--- src/rtl/program_loader_if.sv ---
// Host/memory-side bundle of the program loader: start/length control,
// byte stream handshake, memory write port and load status.
interface program_loader_if #(
    parameter int DataWidth = 16,
    parameter int AddrWidth = 8
);
    logic                 Start;
    logic [AddrWidth:0]   Length;
    logic [7:0]           ByteData;
    logic                 ByteValid;
    logic                 ByteReady;
    logic [AddrWidth-1:0] MemAddr;
    logic [DataWidth-1:0] MemData;
    logic                 MemWr;
    logic                 Busy;
    logic                 Done;
    logic                 Error;
    logic                 CpuRun;

    modport master (
        output Start, Length, ByteData, ByteValid,
        input  ByteReady, MemAddr, MemData, MemWr, Busy, Done, Error, CpuRun
    );

    modport slave (
        input  Start, Length, ByteData, ByteValid,
        output ByteReady, MemAddr, MemData, MemWr, Busy, Done, Error, CpuRun
    );
endinterface

--- src/rtl/program_loader.sv ---
// Fills program memory from a big-endian byte stream, one 16-bit word per two
// accepted bytes, and releases the CPU only after a complete, successful load.
module program_loader #(
    parameter int DataWidth     = 16,
    parameter int AddrWidth     = 8,
    parameter int TimeoutCycles = 1000
) (
    input logic              Clk,
    input logic              Reset,
    program_loader_if.slave  bus
);
    localparam int TmoWidth = $clog2(TimeoutCycles + 1);
    localparam logic [TmoWidth-1:0]  TmoLast = TmoWidth'(TimeoutCycles - 1);
    localparam logic [AddrWidth:0]   MaxLen  = {1'b1, {AddrWidth{1'b0}}};

    typedef enum logic [2:0] {
        S_Idle,
        S_HiByte,
        S_LoByte,
        S_Write,
        S_Done,
        S_Error
    } state_t;

    state_t               state, state_nxt;
    logic [AddrWidth:0]   len_q;
    logic [AddrWidth:0]   word_cnt;
    logic [AddrWidth:0]   word_nxt;
    logic [TmoWidth-1:0]  tmo_cnt;
    logic [AddrWidth-1:0] mem_addr;
    logic [DataWidth-1:0] mem_data;
    logic                 byte_ready;
    logic                 accept;
    logic                 mem_wr;
    logic                 busy;
    logic                 done;
    logic                 err;

    assign word_nxt = word_cnt + (AddrWidth+1)'(1);

    always_comb begin
        state_nxt  = state;
        byte_ready = 1'b0;
        accept     = 1'b0;
        mem_wr     = 1'b0;
        busy       = 1'b0;
        done       = 1'b0;
        err        = 1'b0;
        case (state)
            S_Idle, S_Done, S_Error: begin
                done = (state == S_Done);
                err  = (state == S_Error);
                if (bus.Start) begin
                    if (bus.Length == '0)
                        state_nxt = S_Done;
                    else if (bus.Length > MaxLen)
                        state_nxt = S_Error;
                    else
                        state_nxt = S_HiByte;
                end
            end
            S_HiByte, S_LoByte: begin
                byte_ready = 1'b1;
                busy       = 1'b1;
                accept     = bus.ByteValid;
                if (accept)
                    state_nxt = (state == S_HiByte) ? S_LoByte : S_Write;
                else if (tmo_cnt == TmoLast)
                    state_nxt = S_Error;
            end
            S_Write: begin
                mem_wr    = 1'b1;
                busy      = 1'b1;
                state_nxt = (word_nxt == len_q) ? S_Done : S_HiByte;
            end
            default: state_nxt = S_Idle;
        endcase
    end

    always_ff @(posedge Clk) begin
        if (Reset) begin
            state    <= S_Idle;
            len_q    <= '0;
            word_cnt <= '0;
            tmo_cnt  <= '0;
            mem_addr <= '0;
            mem_data <= '0;
        end else begin
            state <= state_nxt;
            case (state)
                S_Idle, S_Done, S_Error: begin
                    if (bus.Start) begin
                        len_q    <= bus.Length;
                        word_cnt <= '0;
                        tmo_cnt  <= '0;
                    end
                end
                S_HiByte: begin
                    if (accept) begin
                        mem_data[15:8] <= bus.ByteData;
                        tmo_cnt        <= '0;
                    end else begin
                        tmo_cnt <= tmo_cnt + TmoWidth'(1);
                    end
                end
                S_LoByte: begin
                    // Address is registered here so it is stable for the whole write cycle.
                    if (accept) begin
                        mem_data[7:0] <= bus.ByteData;
                        mem_addr      <= word_cnt[AddrWidth-1:0];
                        tmo_cnt       <= '0;
                    end else begin
                        tmo_cnt <= tmo_cnt + TmoWidth'(1);
                    end
                end
                S_Write: begin
                    word_cnt <= word_nxt;
                    tmo_cnt  <= '0;
                end
                default: ;
            endcase
        end
    end

    assign bus.ByteReady = byte_ready;
    assign bus.MemWr     = mem_wr;
    assign bus.MemAddr   = mem_addr;
    assign bus.MemData   = mem_data;
    assign bus.Busy      = busy;
    assign bus.Done      = done;
    assign bus.Error     = err;
    assign bus.CpuRun    = done;
endmodule

--- src/flat_wrapper.sv ---
// flat-port wrapper written by rule: the top's interface ports become plain ports
module program_loader_flat 
#(
    parameter int DataWidth     = 16,
    parameter int AddrWidth     = 8,
    parameter int TimeoutCycles = 1000
)
  (Clk, Reset, bus_Start, bus_Length, bus_ByteData, bus_ByteValid, bus_ByteReady, bus_MemAddr, bus_MemData, bus_MemWr, bus_Busy, bus_Done, bus_Error, bus_CpuRun);
  program_loader_if #(.DataWidth(DataWidth), .AddrWidth(AddrWidth)) bus_i ();
  input logic Clk;
  input logic Reset;
  input wire logic [$bits(bus_i.Start)-1:0] bus_Start;
  input wire logic [$bits(bus_i.Length)-1:0] bus_Length;
  input wire logic [$bits(bus_i.ByteData)-1:0] bus_ByteData;
  input wire logic [$bits(bus_i.ByteValid)-1:0] bus_ByteValid;
  output wire logic [$bits(bus_i.ByteReady)-1:0] bus_ByteReady;
  output wire logic [$bits(bus_i.MemAddr)-1:0] bus_MemAddr;
  output wire logic [$bits(bus_i.MemData)-1:0] bus_MemData;
  output wire logic [$bits(bus_i.MemWr)-1:0] bus_MemWr;
  output wire logic [$bits(bus_i.Busy)-1:0] bus_Busy;
  output wire logic [$bits(bus_i.Done)-1:0] bus_Done;
  output wire logic [$bits(bus_i.Error)-1:0] bus_Error;
  output wire logic [$bits(bus_i.CpuRun)-1:0] bus_CpuRun;
  assign bus_i.Start = bus_Start;
  assign bus_i.Length = bus_Length;
  assign bus_i.ByteData = bus_ByteData;
  assign bus_i.ByteValid = bus_ByteValid;
  assign bus_ByteReady = bus_i.ByteReady;
  assign bus_MemAddr = bus_i.MemAddr;
  assign bus_MemData = bus_i.MemData;
  assign bus_MemWr = bus_i.MemWr;
  assign bus_Busy = bus_i.Busy;
  assign bus_Done = bus_i.Done;
  assign bus_Error = bus_i.Error;
  assign bus_CpuRun = bus_i.CpuRun;
  program_loader #(.DataWidth(DataWidth), .AddrWidth(AddrWidth), .TimeoutCycles(TimeoutCycles)) u_core (.Clk(Clk), .Reset(Reset), .bus(bus_i));
endmodule
--- config.mk ---
export PLATFORM = sky130hd
export DESIGN_NAME = program_loader_flat
export DESIGN_NICKNAME = d
export VERILOG_FILES = /design/src/rtl/program_loader_if.sv /design/src/rtl/program_loader.sv /design/src/flat_wrapper.sv
export SDC_FILE = /design/constraint.sdc
export NUM_CORES = 1
export LEC_CHECK = 0
export CORE_ASPECT_RATIO = 1.4
export CORE_MARGIN = 3
export CORE_UTILIZATION = 45
export CTS_CLUSTER_SIZE = 16
export DETAILED_ROUTE_END_ITERATION = 6
export DONT_BUFFER_PORTS = 1
export SLEW_MARGIN = 20
export SYNTH_ARGS = -nofsm -noshare
export SYNTH_HDL_FRONTEND = slang
export SYNTH_SLANG_ARGS = --single-unit
--- constraint.sdc ---
create_clock -name Clk -period 2.4 [get_ports Clk]
set_input_delay 0.48 -clock Clk [delete_from_list [all_inputs] [get_ports Clk]]
set_output_delay 0.48 -clock Clk [all_outputs]
set_load 0.01 [all_outputs]
### Yosys cells after proc, flatten, opt, wreduce, memory -nomap -nowiden

Cells that the tools add are included.

* output and inout bits: 30
* word-level logic and storage cells: 51
* input port bits: 21
* flip-flop bits (word level): 55

* reductions and logical operators: 13
* mux-type cells: 19
* magnitude comparators: 1
* eq/ne operators: 9
* $add $sub $neg: 2

Operators with widths (number)
* one-hot mux 10 bit (3 select lines): 1
* 2-to-1 mux 10 bit: 2
* 2-to-1 mux 3 bit: 6
* one-hot mux 9 bit (2 select lines): 1
* AND reduction 2 bit: 6
* adder 10 x 1 -> 10 bit, second input constant: 1
* == test 10 bit, second input constant: 1
* adder 9 x 1 -> 9 bit, second input constant: 1
* == test 9 bit: 1
* > comparator 9 bit, second input constant: 1
* logical NOT 9 bit: 1
* 2-to-1 mux 9 bit: 1
* one-hot mux 3 bit (3 select lines): 1
* 2-to-1 mux 1 bit: 7
* == test 3 x 2 -> 1 bit, second input constant: 2
* == test 3 bit, second input constant: 2
* OR reduction 3 bit: 2
* == test 3 x 1 -> 1 bit, second input constant: 1
* logical NOT 3 bit: 1
* inequality test 3 x 1 -> 1 bit, second input constant: 1
* nonzero test 3 bit: 1
* inequality test 2 bit, second input constant: 1
* nonzero test 2 bit: 1
* OR reduction 2 bit: 1

### Longest topological paths before layout

* depth after elaboration: 5
* gate-level depth with buffers: 8

### Worst setup path after synthesis

No wires, ideal clock.

* path type: input -> register
* start: in bus_Length[4]
* end: reg u_core.state[2]
* path slack: 0.470 ns
* stages: 7
* library setup time: 0.115 ns
* path buffers: 0
* arrival: 1.815 ns
* path through: or4_1 -> nor2_1 -> ha_1 -> a2bb2oi_1 -> o22ai_1 -> a31o_1 -> a31o_1

* word-level cells in the longest chain between the ends: 5
* elaborated cells on any way between the ends: 6
* those cells by class: order compare: 1; mux: 4; reduce/logical: 1

Ends and longest elaborated chain
* from (decl): RTL line flat_wrapper.sv:13 `input wire logic [$bits(bus_i.Length)-1:0] bus_Length;`
* > comparator 9 bit: RTL line program_loader.sv:56 `else if (bus.Length > MaxLen)`
* 2-to-1 mux 3 bit: RTL line program_loader.sv:56
* 2-to-1 mux 3 bit *: RTL line program_loader.sv:54 `if (bus.Length == '0)`
* 2-to-1 mux 3 bit *: RTL line program_loader.sv:53 `if (bus.Start) begin`
* one-hot mux 3 bit (3 select lines) *: RTL line program_loader.sv:49 `case (state)`
* to (signal assigned): RTL line program_loader.sv:82 `state <= S_Idle;`
* to (signal assigned): RTL line program_loader.sv:89 `state <= state_nxt;`
* to (decl): RTL line program_loader.sv:25 `state_t state, state_nxt;`

Mark *: on every way between the ends. The rest lies on a longest branch, timed or not. The select of a mux whose other input is x is not followed.
A chain may end at the register's enable or synchronous reset.

### Final worst setup path

* start: reg u_core.state[0]
* end: out bus_MemWr

* word-level cells in the longest chain between the ends: 2

Ends and longest elaborated chain
* == test 3 x 2 -> 1 bit: RTL line program_loader.sv:49
* 2-to-1 mux 1 bit: RTL line program_loader.sv:49
* to (decl): RTL line flat_wrapper.sv:19 `output wire logic [$bits(bus_i.MemWr)-1:0] bus_MemWr;`

No other way between the ends.

==> impl_metrics.py <==
metrics = {
    "setup_path": {
        "start_kind": "register",
        "r2r_cells": 6,
        "crit_type": "reg2out",
        "rrSetupSlack_ns": 0.49,
        "end_kind": "primary output",
        "critPathCapture": "bus_MemWr",
        "crit_arrival_ns": 1.68,
        "r2r_start": "u_core.word_cnt[0]$_SDFFE_PP0P_",
        "critPathMaxFanout": 13,
        "critPathLaunch": "u_core.state[0]$_SDFFE_PP0P_",
        "worst_r2r_endpoint": "u_core.state[0]$_SDFFE_PP0P_",
        "cp.required_ns": 1.92,
    },
    "timing": {
        "maxSlewHeadroom_pct": 63.08,
        "clock_skew_ns": 0.006665,
        "fin_setup_tns_ns": 0,
        "max_freq_ghz": 0.4633,
        "report.final.slew_viol_count": 0,
        "hold_viol_final": 0,
        "setup_viol": 0,
        "period_needed_ns": 2.158,
        "worstMarginPinSlew_ns": 0.5517,
        "holdWs_ns": 0.2324,
        "fin_crit_sh_pct": 89.93,
        "rsz0062_at_grt": "false",
    },
    "grt": {
        "antenna_found_initial": 0,
        "grt_pass1_wl_um": 9701,
        "grt_pass1_vias": 1988,
        "grt_overflow": 0,
        "grt_max_degree": 47,
        "grtUsageTotal_pct": 17.63,
    },
    "cts": {
        "clock_path_buffers": 2,
        "clkLatencyLatePin_ns": 0.31,
        "numCtsBuffers": 5,
        "ctsResizeCount": 0,
        "ctsHoldBuffers": 0,
        "clockRootBuffer": "clkbuf_8",
        "cts.clk_slew.worst_paths_ns": 0.11,
        "cts_num_sinks": 55,
        "cts_tree": "yes",
        "cts_setup_buffers": 0,
        "htree_num_levels": 2,
    },
    "placement": {
        "dp_hpwl_um": 4100,
        "globalplace.congestion": 0.7610,
        "port_buffers": 0,
        "dp_cells": 373,
        "dpl_cell_area_um2": 2659,
    },
    "power": {
        "p_seq_share_pct": 50.1,
        "leakage_nw": 0.9479,
        "ir_drop_v": 0.0003886,
        "power.density_nw_per_um2": 803.1,
        "p_int_mw": 1.441,
        "sw_frac_of_total_pct": 34.82,
        "p_clk_share_pct": 24.3,
        "combPwrFrac_pct": 25.6,
        "switchingPower_mw": 0.7698,
    },
    "logic_synthesis": {
        "yosysTopAreaCellShare_pct": 41.79,
        "synthesis.nets": 344,
        "async_flop_share_pct": 0,
        "synth_ff_type": "dfxtp_1",
        "synth-seq-cells": 55,
        "synth.distinct_cells": 49,
        "postSynthAreaPerCell_um2": 8.234,
        "yosysSeqAreaShare_pct": 41.79,
        "yosysTopAreaCell": "dfxtp_1",
        "synth_area_leaders": "dfxtp_1 (42%), nor2_1 (6.6%), mux2i_1 (6.1%)",
        "netlist_area_um2": 2635,
        "synth_cells": 320,
        "ys_warn_count": 0,
        "synth-edff-count": 0,
    },
    "detailed_routing": {
        "avgRoutedWirePerCell_um": 14.95,
        "drt_iter0_drc": 88,
        "drt_first_pass_iters": 4,
        "drc": 0,
        "routed_via_density": 5.593,
        "antenna_left": 0,
        "via_count": 2131,
        "wl_um": 5697,
    },
    "floorplan": {
        "core_area_um2": 5605,
        "die_area_um2": 6822,
        "io_pins": 51,
        "dieWidth_um": 70.67,
        "rows": 32,
        "fp.dieH_um": 96.54,
        "start_util_pct": 47.01,
    },
    "finish": {
        "fin_cells": 381,
        "area_delta_synth_final_pct": 4.463,
        "num-fill-cells": 592,
        "stdcell_area_um2": 2753,
        "drive_gt1_share_pct": 6.709,
        "antenna_cells": 0,
        "final_nets": 336,
    },
    "run_status": {
        "status": "finished, final reports clean",
    },
    "hold_path": {
        "hold_class": "in2reg",
    },
    "flow_run": {
        "maxCapViolCount": 0,
    },
}
==> critical path, stage by stage, from the launching register on <==
cell and delay, ns:
dfxtp_1 0.65, nand3_2 0.31, inv_1 0.22, buf_4 0.19
==> stage by stage <==
| stage | setup WS, ns | util, % | power, mW |
|---|---|---|---|
| global placement | 0.3635 | 47.43 | 1.693 |
| finish | 0.2418 | 49.11 | 2.211 |
| CTS | 0.2069 | 49.11 | 2.243 |
| global route | 0.07314 | 49.11 | 2.362 |
| detailed placement | 0.3313 | 47.43 | 1.704 |
| floorplan | 0.4698 | - | 1.611 |
==> synthesized netlist by cell type, drive strengths merged, types with 2 or more instances <==
cell type and number:
o211ai 2, and2 2, buf 14, o21ai 10
nand3b 2, a211oi 3, nand3 9, nand2b 5
or4 3, xnor2 8, inv 9, mux2i 16
xor2 11, or3 4, nand2 42, ha 3
clkbuf 6, nor2 47, nand4 7, o22ai 2
a31oi 3, nor3 3, a31o 2, and3 2
nor4 3, dfxtp 55, a2bb2oi 3, a21oi 31
==> layer usage <==
layer / GRT usage, % / routed length [um] / up-vias
li1: - / - / 1081
met1: 21.54 / 2448 / 997
met2: 30.16 / 2831 / 44
met3: 4.037 / 300 / 9
met4: 6.897 / 116 / 0
met5: 0 / 0 / -
==> cells in the final DEF, fill, tap and decap left out, types with 3 or more instances in the layout <==
master / n
nand4_1: 7
nand2_1: 42
nor3_1: 3
clkbuf_8: 5
o21ai_0: 10
nand3_1: 8
inv_1: 8
a2bb2oi_1: 3
nand2b_1: 5
mux2i_1: 16
a21oi_1: 31
a31oi_1: 3
dfxtp_1: 55
buf_4: 5
ha_1: 3
or4_1: 3
xnor2_1: 8
nor2_1: 46
or3_1: 4
xor2_1: 10
==> power groups by stage <==
stage,Combinational (mW),Clock (mW),Sequential (mW)
after floorplan,0.544,0,1.07
after global placement,0.564,0,1.13
after detailed placement,0.574,0,1.13
after CTS,0.574,0.560,1.11
after global routing,0.645,0.593,1.12
final,0.566,0.537,1.11
==> flip-flops by register name (all words and copies together), names as in the netlist <==
signal              cells
u_core.bus.MemAddr      8
u_core.state            3
u_core.tmo_cnt         10
u_core.word_cnt         9
u_core.len_q            9
u_core.bus.MemData     16
==> cells by family after synthesis <==
logic type,count (synthesis),synth area share (%)
fa+ha+maj,3,1.425
mux,16,6.078
xor+xnor,19,6.600
buf+inv,29,5.033
compound gates,65,15.29
flops,55,41.79
simple gates,133,23.79
==> cell type report <==
type | count | area [um2] | share of cell area [%]
inverters | 9 | 33.78 | 1.227
multi-input cells | 236 | 1401 | 50.91
repair buffers | 5 | 37.54 | 1.364
clock buffers | 5 | 68.82 | 2.500
well taps | 68 | 85.08 | 3.091
clock inverters | 3 | 25.02 | 0.9091
flip-flops and latches | 55 | 1101 | 40.00
==> worst min-delay path by stage <==
stage                                                from                            endpoint  slack (ns)  depth (start not counted)
after detailed placement  u_core.word_cnt[8]$_SDFFE_PP0P_     u_core.word_cnt[8]$_SDFFE_PP0P_        0.48                          2
after floorplan           u_core.word_cnt[8]$_SDFFE_PP0P_     u_core.word_cnt[8]$_SDFFE_PP0P_        0.47                          2
final                                               Reset        u_core.len_q[8]$_SDFFE_PP0P_        0.23                          1
after global routing                                Reset  u_core.bus.MemData[3]$_SDFFE_PP0P_        0.20                          1
after global placement    u_core.word_cnt[8]$_SDFFE_PP0P_     u_core.word_cnt[8]$_SDFFE_PP0P_        0.47                          2
after CTS                                           Reset  u_core.bus.MemData[3]$_SDFFE_PP0P_        0.22                          1
(Power assumes the default switching activity.)
